[config.mk]
export PLATFORM = sky130hd
export DESIGN_NAME = bs_rr_arbtr_multi
export DESIGN_NICKNAME = d
export VERILOG_FILES = /design/src/rtl/bs_rr_arbtr_multi.sv
export SDC_FILE = /design/constraint.sdc
export NUM_CORES = 1
export LEC_CHECK = 0
export ABC_AREA = 1
export BUFFER_PORTS_ARGS = -buffer_cell sky130_fd_sc_hd__buf_2
export CORE_MARGIN = 5
export CORE_UTILIZATION = 52
export CTS_BUF_LIST = sky130_fd_sc_hd__clkbuf_4 sky130_fd_sc_hd__clkbuf_8
export DETAILED_ROUTE_END_ITERATION = 8
export HOLD_SLACK_MARGIN = 0.06
export PLACE_DENSITY_LB_ADDON = 0.2
export SKIP_LAST_GASP = 1
export SYNTH_ARGS = -nofsm -noshare
export SYNTH_HDL_FRONTEND = slang
export SYNTH_SLANG_ARGS = --single-unit
[constraint.sdc]
create_clock -name clk -period 4.2 [get_ports clk]
set_input_delay 0.63 -clock clk [delete_from_list [all_inputs] [get_ports clk]]
set_output_delay 0.63 -clock clk [all_outputs]
set_load 0.02 [all_outputs]
[src/rtl/bs_rr_arbtr_multi.sv]
// bs_rr_arbtr_multi: BITS independent shared buses, each arbitrating DRVRS device FIFOs and
// delivering one packet per grant. Optional feature macro: BS_DROP_CNT_EN (per-bus drop counter).
module bs_rr_arbtr_multi #(
    parameter int         BITS      = 1,
    parameter int         DRVRS     = 4,
    parameter int         PCKG_SZ   = 16,
    parameter logic [7:0] BROADCAST = 8'hFF,
    parameter int         ARB_MODE  = 0
) (
    input  logic                            clk,
    input  logic                            reset,
    input  logic [BITS*DRVRS-1:0]           pndng,
    input  logic [BITS*DRVRS*PCKG_SZ-1:0]   D_pop,
    output logic [BITS*DRVRS-1:0]           pop,
    output logic [BITS*DRVRS-1:0]           push,
    output logic [BITS*PCKG_SZ-1:0]         D_push,
    output logic [BITS-1:0]                 busy,
    output logic [BITS-1:0]                 drop,
    output logic [BITS*2-1:0]               dbg_state
`ifdef BS_DROP_CNT_EN
    ,
    output logic [BITS*16-1:0]              drop_cnt
`endif
);

    localparam int IDX_W = $clog2(DRVRS);

    typedef enum logic [1:0] {
        IDLE    = 2'd0,
        GRANT   = 2'd1,
        DELIVER = 2'd2
    } state_t;

    // Round-robin searches upward from ptr with wrap; fixed priority searches from index 0.
    function automatic logic [IDX_W-1:0] pick(input logic [DRVRS-1:0] req,
                                              input logic [IDX_W-1:0] ptr);
        logic             found;
        logic [IDX_W-1:0] res;
        int               idx;
        found = 1'b0;
        res   = '0;
        for (int i = 0; i < DRVRS; i++) begin
            idx = (ARB_MODE == 1) ? i : (int'(ptr) + i) % DRVRS;
            if (!found && req[IDX_W'(idx)]) begin
                found = 1'b1;
                res   = IDX_W'(idx);
            end
        end
        return res;
    endfunction

    for (genvar b = 0; b < BITS; b++) begin : g_bus
        state_t             state_q, state_d;
        logic [IDX_W-1:0]   ptr_q, ptr_d;
        logic [IDX_W-1:0]   win_q, win_d;
        logic [PCKG_SZ-1:0] pkt_q, pkt_d;
        logic [PCKG_SZ-1:0] head;
        logic [DRVRS-1:0]   req;
        logic [DRVRS-1:0]   pop_c;
        logic [DRVRS-1:0]   push_q, push_d;
        logic               drop_q, drop_d;
        logic [7:0]         dest;

        assign req = pndng[b*DRVRS +: DRVRS];

        always_comb begin
            head = '0;
            for (int d = 0; d < DRVRS; d++) begin
                if (win_q == IDX_W'(d)) head = D_pop[(b*DRVRS+d)*PCKG_SZ +: PCKG_SZ];
            end
        end

        assign dest = head[PCKG_SZ-1 -: 8];

        // Handshake: pndng is a level "head valid"; pop is the one-cycle ready strobe, and the
        // FIFO advances on the rising edge that ends a cycle with both pndng and pop high.
        always_comb begin
            state_d = state_q;
            ptr_d   = ptr_q;
            win_d   = win_q;
            pkt_d   = pkt_q;
            push_d  = '0;
            drop_d  = 1'b0;
            pop_c   = '0;
            case (state_q)
                IDLE: begin
                    if (|req) begin
                        win_d   = pick(req, ptr_q);
                        state_d = GRANT;
                    end
                end
                GRANT: begin
                    if (req[win_q]) begin
                        pop_c[win_q] = 1'b1;
                        pkt_d        = head;
                        state_d      = DELIVER;
                        ptr_d        = (win_q == IDX_W'(DRVRS-1)) ? '0 : win_q + IDX_W'(1);
                        if (dest == BROADCAST) begin
                            push_d        = '1;
                            push_d[win_q] = 1'b0;
                        end else if (int'(dest) < DRVRS) begin
                            push_d[dest[IDX_W-1:0]] = 1'b1;
                        end else begin
                            drop_d = 1'b1;
                        end
                    end else begin
                        state_d = IDLE;
                    end
                end
                default: state_d = IDLE;
            endcase
        end

        always_ff @(posedge clk or negedge reset) begin
            if (!reset) begin
                state_q <= IDLE;
                ptr_q   <= '0;
                win_q   <= '0;
                pkt_q   <= '0;
                push_q  <= '0;
                drop_q  <= 1'b0;
            end else begin
                state_q <= state_d;
                ptr_q   <= ptr_d;
                win_q   <= win_d;
                pkt_q   <= pkt_d;
                push_q  <= push_d;
                drop_q  <= drop_d;
            end
        end

        assign pop[b*DRVRS +: DRVRS]      = pop_c;
        assign push[b*DRVRS +: DRVRS]     = push_q;
        assign D_push[b*PCKG_SZ +: PCKG_SZ] = pkt_q;
        assign busy[b]                    = (state_q != IDLE);
        assign drop[b]                    = drop_q;
        assign dbg_state[b*2 +: 2]        = state_q;

`ifdef BS_DROP_CNT_EN
        logic [15:0] cnt_q, cnt_d;

        always_comb begin
            cnt_d = cnt_q;
            if (drop_d && (cnt_q != 16'hFFFF)) cnt_d = cnt_q + 16'd1;
        end

        always_ff @(posedge clk or negedge reset) begin
            if (!reset) cnt_q <= '0;
            else        cnt_q <= cnt_d;
        end

        assign drop_cnt[b*16 +: 16] = cnt_q;
`endif
    end

endmodule

==> results of run 1 <==
## logic make-up after synthesis
kind of cell / after synthesis / synth area share
adder cells (fa/ha/maj): 4 / 0.0240
AO/OA/AOI/OAI: 67 / 0.167
flip-flops: 27 / 0.324
XOR/XNOR: 2 / 0.00840
AND/OR/NAND/NOR: 171 / 0.373
buffers and inverters: 40 / 0.104
## worst paths after layout
check / from / end
min in group clk: D_push[4]$_DFFE_PN0P_ / D_push[4]$_DFFE_PN0P_
worst min-delay path: reset / D_push[4]$_DFFE_PN0P_
worst max register to register: g_bus[0].win_q[1]$_DFFE_PN0P_ / push[0]$_DFF_PN0_
worst min register to register: D_push[4]$_DFFE_PN0P_ / D_push[4]$_DFFE_PN0P_
max in group asynchronous: reset / g_bus[0].ptr_q[0]$_DFFE_PN0P_
worst max-delay path: g_bus[0].win_q[1]$_DFFE_PN0P_ / pop[1]
## sequential cells by signal, indices dropped and copies added (netlist names)
register	count
D_push	16
dbg_state	2
drop	1
g_bus.ptr_q	2
g_bus.win_q	2
push	4
## cell usage after synthesis (2+ instances only)
cell type  count
inv_6          2
o21ai_0       38
nand3_1       22
nor2_4         3
clkbuf_1       4
ha_1           4
or2_2          2
dfrtp_1       27
o21ai_1        5
nand3_2        3
inv_1         20
nand4_1        3
inv_2          3
buf_4          3
or2_1          2
nor2_1        29
buf_2          3
nand2_1       89
nand2_2        8
buf_6          4
a21oi_1       20
nor2_2         7
## layout make-up
class | count | share of cell area
clock buffers | 3 | 0.0161
clock inverters | 1 | 0.00195
inverters | 25 | 0.0404
multi-input cells | 244 | 0.465
flip-flops and latches | 27 | 0.263
well taps | 50 | 0.0244
repair buffers | 97 | 0.189
## where the power goes
group | leakage [uW] | internal [uW] | switching [uW]
clock network | 0.0000255 | 66.5 | 83.3
logic | 0.00105 | 459 | 990
registers | 0.000345 | 367 | 76.7
total | 0.00142 | 892 | 1150
## layer usage
layer	global-route usage	vias to the layer above
met5	0	-
met4	0.0744	0
met3	0.0342	13
met2	0.418	74
met1	0.257	1033
li1	-	1175
## through the flow
step,util,std cells,total power (uW)
floorplan,-,311,1600
global placement,0.639,443,1860
detailed placement,0.639,443,1890
CTS,0.651,447,2050
global route,0.651,447,2240
finish,0.651,447,2040
==> summary.txt, run 1 <==
GRT
  • Number of global-route vias before repair: approximately 2300
  • Gr usage total: 0.224
  • Global-route wire length before repair: about 9.5 mm
  • Largest net degree at the start of global routing: 38
  • Initial antenna violation count: 0
  • Grt total ovfl: 0

STA
  • Hold Slack: roughly 0.35 ns
  • Final Slew Violations: 0
  • Worst rel slew slack: 0.466
  • RSZ-0062 raised after global routing: no
  • Final hold vios: 0
  • Final worst slack: between 1.5 and 2 ns
  • Maximum clock rate: between 300 and 400 MHz
  • Final clock skew: approximately 0.0027 ns
  • # setup viols final: 0
  • Tmin final: around 2.7 ns
  • Actual slew at the worst max-slew pin: between 0.8 and 0.9 ns
  • Setup TNS: 0 ns
  • Final cycle utilization of the critical path: 0.636

CTS
  • Clk buf depth: 2
  • Worst-Skew Late Latency: between 0.2 and 0.3 ns
  • Clock root buffer master: clkbuf_8
  • H-tree levels: 1
  • CTS clk-pin slew, worst paths: 0.09 ns
  • Hold buffers post-CTS: 0
  • CTS resizes: 0
  • Post-CTS setup buffer count: 0
  • CTS tree: done
  • CTS sink count: 27
  • Clock buffer count from CTS: 3

Floorplanning
  • Initial Util: 0.529
  • Die Width: about 73 um
  • Die footprint: approximately 5400 um^2
  • Die Y: 73.3 um
  • Io pins: 98
  • Core Rows: 23
  • Placeable core area: about 4000 um^2

Pwr
  • PD cells: between 700 and 800 nW/um^2
  • Peak VDD IR: 0.499 mV
  • P_leak: roughly 0.0014 uW

Cells and area
  • # diodes: 0
  • Share of cells above drive strength 1: 0.332
  • Final Cell Area: 2570 um^2
  • Commonest non-fill, non-tap cell in the layout: buf_2
  • Register area: slightly below 700 um^2
  • Final nets: between 400 and 500
  • FILL cells: 370
  • Synth-to-layout area growth: 23.1%
  • Multi-input gate area: between 1000 and 1500 um^2
  • Commonest non-fill, non-tap cells in the layout: 97 x buf_2, 89 x nand2_1, 38 x o21ai_0, 29 x nor2_1, 27 x dfrtp_1

Routing
  • Total number of vias: between 2000 and 2500
  • DR DRC count: 0
  • Top sig layer: met4
  • DR WL met3: approximately 410 um
  • WL/cell: 13.2 um
  • Initial DRC count: between 80 and 90
  • DR WL met2: a little under 3 mm
  • Iteration count of the initial detailed-routing pass: 4
  • Post-route ant nets: 0
  • Wl on met1: roughly 2.4 mm
  • Via density: ~5
  • Final wirelength: just under 6 mm

Worst setup path
  • Critical Path Max Stage Delay: roughly 0.66 ns
  • Crit path DAT: just over 2 ns
  • Worst Path Max Fanout: 18
  • Slowest cell on crit path: ha_1
  • Top delay family on crit path: adder cells
  • Critical path startpoint category: register
  • Reg2reg setup slack: 1.77 ns
  • WP depth: 5
  • Path depth of the worst reg2reg path: 12
  • Cell chain of the critical path: inv_1 -> ha_1 -> inv_6 -> nor2_1 -> buf_2
  • Worst EP required: around 3.6 ns
  • Crit Path Category: register to primary output
  • CP Capture Type: primary output
  • CP bufs+invs: 3

Synthesis
  • Post-Syn Area per Cell: between 6 and 7 um^2
  • Synth Cell Area: 2090 um^2
  • #FFs+latches synth: 27
  • Syn Nets: 385
  • Post-synth top area share: 0.324
  • Synth top area cells: dfrtp_1 32%, nand2_1 16%, o21ai_0 9.1%, nand3_1 5.3%, nor2_1 5.2%
  • Main flop type after synthesis: dfrtp_1
  • Number of synthesized flops with an enable pin: 0
  • Syn Inst Count: 311
  • Cell variety after synth: 32
  • Largest area contributor in the netlist: dfrtp_1
  • Register area share after synthesis: 0.324
  • Ys Warns: 0
  • Share of synthesized flip-flops with an asynchronous set or reset: 1.00

Outcome
  • Status: finished, final reports clean

Placed design
  • Pre-CTS setup slack: ~1.7 ns
  • Post-DP Area: roughly 2500 um^2
  • Dpl hpwl: ~4.6 mm
  • Routability cong.: just under 0.9
  • Port Buffers: 97

Hold path
  • HP Class: input port to asynchronous set/reset pin

Flow run
  • Max Cap Viol: 0
Note: power is estimated with default switching activity, not from simulation.
==> run 2, diff against run 1 <==
--- a/config.mk
+++ b/config.mk
@@ -8,7 +8,7 @@
 export ABC_AREA = 1
 export BUFFER_PORTS_ARGS = -buffer_cell sky130_fd_sc_hd__buf_2
 export CORE_MARGIN = 5
-export CORE_UTILIZATION = 52
+export CORE_UTILIZATION = 44
 export CTS_BUF_LIST = sky130_fd_sc_hd__clkbuf_4 sky130_fd_sc_hd__clkbuf_8
 export DETAILED_ROUTE_END_ITERATION = 8
 export HOLD_SLACK_MARGIN = 0.06
==> constraint.sdc (replaced) <==
create_clock -name clk -period 2.3 [get_ports clk]
set_input_delay 0.345 -clock clk [delete_from_list [all_inputs] [get_ports clk]]
set_output_delay 0.345 -clock clk [all_outputs]
set_load 0.02 [all_outputs]
==> run 2 against run 1 <==
Net effect: global-route usage is 2.0 points lower; hold slack worse by 0.28 ns; via count shrank 0.87%; clock skew barely moved; register-to-register slack got worse by 1.5 ns; critical path depth up 2; worst setup slack got worse by 1.3 ns; routed wire length grew 7.3%; sequential power rose by 84%; critical endpoint unchanged; largest cell class unchanged.
==> summary.txt, run 2 (synthesized netlist as in run 1, its figures left out) <==
Cells and area
  • Synth-to-layout area growth: 25.4%
  • Final nets: around 480
  • Multi-input gate area: approximately 1200 um^2
  • Register area: 677 um^2
  • Commonest non-fill, non-tap cell in the layout: buf_2
  • Share of cells above drive strength 1: 0.346
  • FILL cells: about 480
  • # diodes: 0
  • Max reg flops: 16
  • Final Cell Area: 2620 um^2
  • Commonest non-fill, non-tap cells in the layout: 97 x buf_2, 89 x nand2_1, 38 x o21ai_0, 29 x nor2_1, 26 x dfrtp_1

Floorplanning
  • Die Y: about 79 um
  • Placeable core area: 4660 um^2
  • Core Rows: 25
  • Die footprint: 6220 um^2
  • Io pins: 98
  • Initial Util: 0.448
  • Die Width: approximately 79 um

STA
  • Final Slew Violations: 0
  • Final hold vios: 0
  • Setup TNS: 0 ns
  • # setup viols final: 0
  • Actual slew at the worst max-slew pin: about 0.63 ns
  • Final cycle utilization of the critical path: 0.910
  • Worst rel slew slack: 0.581
  • Final clock skew: 0.00289 ns
  • RSZ-0062 raised after global routing: no
  • Tmin final: 2.09 ns
  • Maximum clock rate: 478 MHz

CTS
  • Worst-Skew Late Latency: about 0.28 ns
  • CTS clk-pin slew, worst paths: ~0.1 ns
  • Clock buffer count from CTS: 3
  • H-tree levels: 1
  • CTS sink count: 27
  • Clock root buffer master: clkbuf_8
  • CTS tree: done
  • Clk buf depth: 2

Worst setup path
  • Critical Path Max Stage Delay: about 0.43 ns
  • Crit Path Category: register to primary output
  • Crit path DAT: 1.75 ns
  • Slowest cell on crit path: dfrtp_1
  • Cell chain of the critical path: inv_1 -> a21oi_1 -> o21ai_1 -> o21ai_1 -> nand2_2 -> nor2_1 -> buf_2
  • Worst Path Max Fanout: 19
  • CP Capture Type: primary output
  • Top delay family on crit path: simple AND/OR/NAND/NOR gates
  • Critical path startpoint category: register
  • Worst EP required: about 2.0 ns
  • CP bufs+invs: 2
  • Most frequent CP cell: o21ai_1

Routing
  • Total number of vias: 2275
  • DR DRC count: 0
  • Final wirelength: approximately 6.3 mm
  • Iteration count of the initial detailed-routing pass: 5
  • Via density: around 5
  • Post-route ant nets: 0
  • WL/cell: about 14 um
  • Initial DRC count: around 150

Placed design
  • Routability cong.: between 0.8 and 0.9
  • Port Buffers: 97
  • Post-DP Area: approximately 2600 um^2
  • Dpl hpwl: 5.03 mm

Hold path
  • HP Class: input port to asynchronous set/reset pin

GRT
  • Initial antenna violation count: 0
  • Number of global-route vias before repair: roughly 2200
  • Global-route wire length before repair: slightly above 10 mm
  • Gr usage total: 0.203
  • Grt total ovfl: 0
  • Largest net degree at the start of global routing: 28

Flow run
  • Max Cap Viol: 0

Pwr
  • Peak VDD IR: between 0.9 and 1 mV
  • P_leak: 0.00144 uW
  • PD cells: around 1400 nW/um^2

Outcome
  • Status: finished, final reports clean
==> run 2: cell count changes in the layout (fill, tap and decap cells not counted), sizes merged <==
cell | before | now
clkinv | 1 | 0
buf | 97 | 102
clkinvlp | 0 | 1
==> run 2: what timing repair did <==
action	CTS	global route
gates resized for setup	0	2
endpoints found under the setup margin	0	5
setup buffers	0	0
hold buffers	0	0
==> run 2: power breakdown <==
part | internal, uW | switching, uW
combinational | 889 | 1800
sequential | 671 | 143
clock | 123 | 164
==> run 2: per-stage QoR <==
step | setup WS [ns] | total power [uW] | hold slack, ns | cells | utilization
2_1_floorplan | 0.603 | 2920 | 0.0494 | 311 | -
3_3_place_gp | 0.303 | 3470 | 0.395 | 452 | 0.550
3_5_place_dp | 0.266 | 3510 | 0.401 | 452 | 0.550
4_1_cts | 0.0909 | 3820 | 0.0890 | 456 | 0.561
5_1_grt | 0.00473 | 4200 | 0.124 | 456 | 0.561
6_report | 0.206 | 3790 | 0.0686 | 456 | 0.561
==> run 2: worst reg2reg max path, cell delays in order (launching register included) <==
cell and delay (ns):
dfrtp_1 0.44, inv_1 0.12, ha_1 0.38, inv_6 0.13, nand3_1 0.11, nand2_1 0.05, nand2_1 0.07, nand2_1 0.10
inv_1 0.10, nand2_1 0.06, nor2_2 0.13, nand2_2 0.09, nor2_1 0.10, nor2_1 0.06, nor2_2 0.07
==> run 2: final timing paths <==
kind | from | to | slack, ns | cells after the start
min reg2reg | D_push[2]$_DFFE_PN0P_ | D_push[2]$_DFFE_PN0P_ | 0.49 | 2
max | g_bus[0].win_q[1]$_DFFE_PN0P_ | pop[1] | 0.21 | 7
min | reset | D_push[5]$_DFFE_PN0P_ | 0.07 | 1
min in group clk | D_pop[55] | D_push[7]$_DFFE_PN0P_ | 0.34 | 3
max in group asynchronous | reset | g_bus[0].win_q[0]$_DFFE_PN0P_ | 1.79 | 1
max reg2reg | g_bus[0].win_q[1]$_DFFE_PN0P_ | push[0]$_DFF_PN0_ | 0.24 | 14
==> run 2: per-layer routing <==
metal / track usage / share of wire / vias to the layer above
li1: - / - / 1189
met1: 0.259 / 0.43 / 1002
met2: 0.358 / 0.49 / 77
met3: 0.0317 / 0.070 / 7
met4: 0.0533 / 0.010 / 0
met5: 0 / 0 / -
==> run 2: final cells by class <==
| type | instances | share of cell area |
|---|---|---|
| Timing Repair Buffer | 102 | 0.200 |
| Sequential cell | 27 | 0.259 |
| Clock inverter | 1 | 0.00287 |
| Multi-Input combinational cell | 244 | 0.457 |
| Tap cell | 54 | 0.0258 |
| Clock buffer | 3 | 0.0158 |
| Inverter | 25 | 0.0397 |
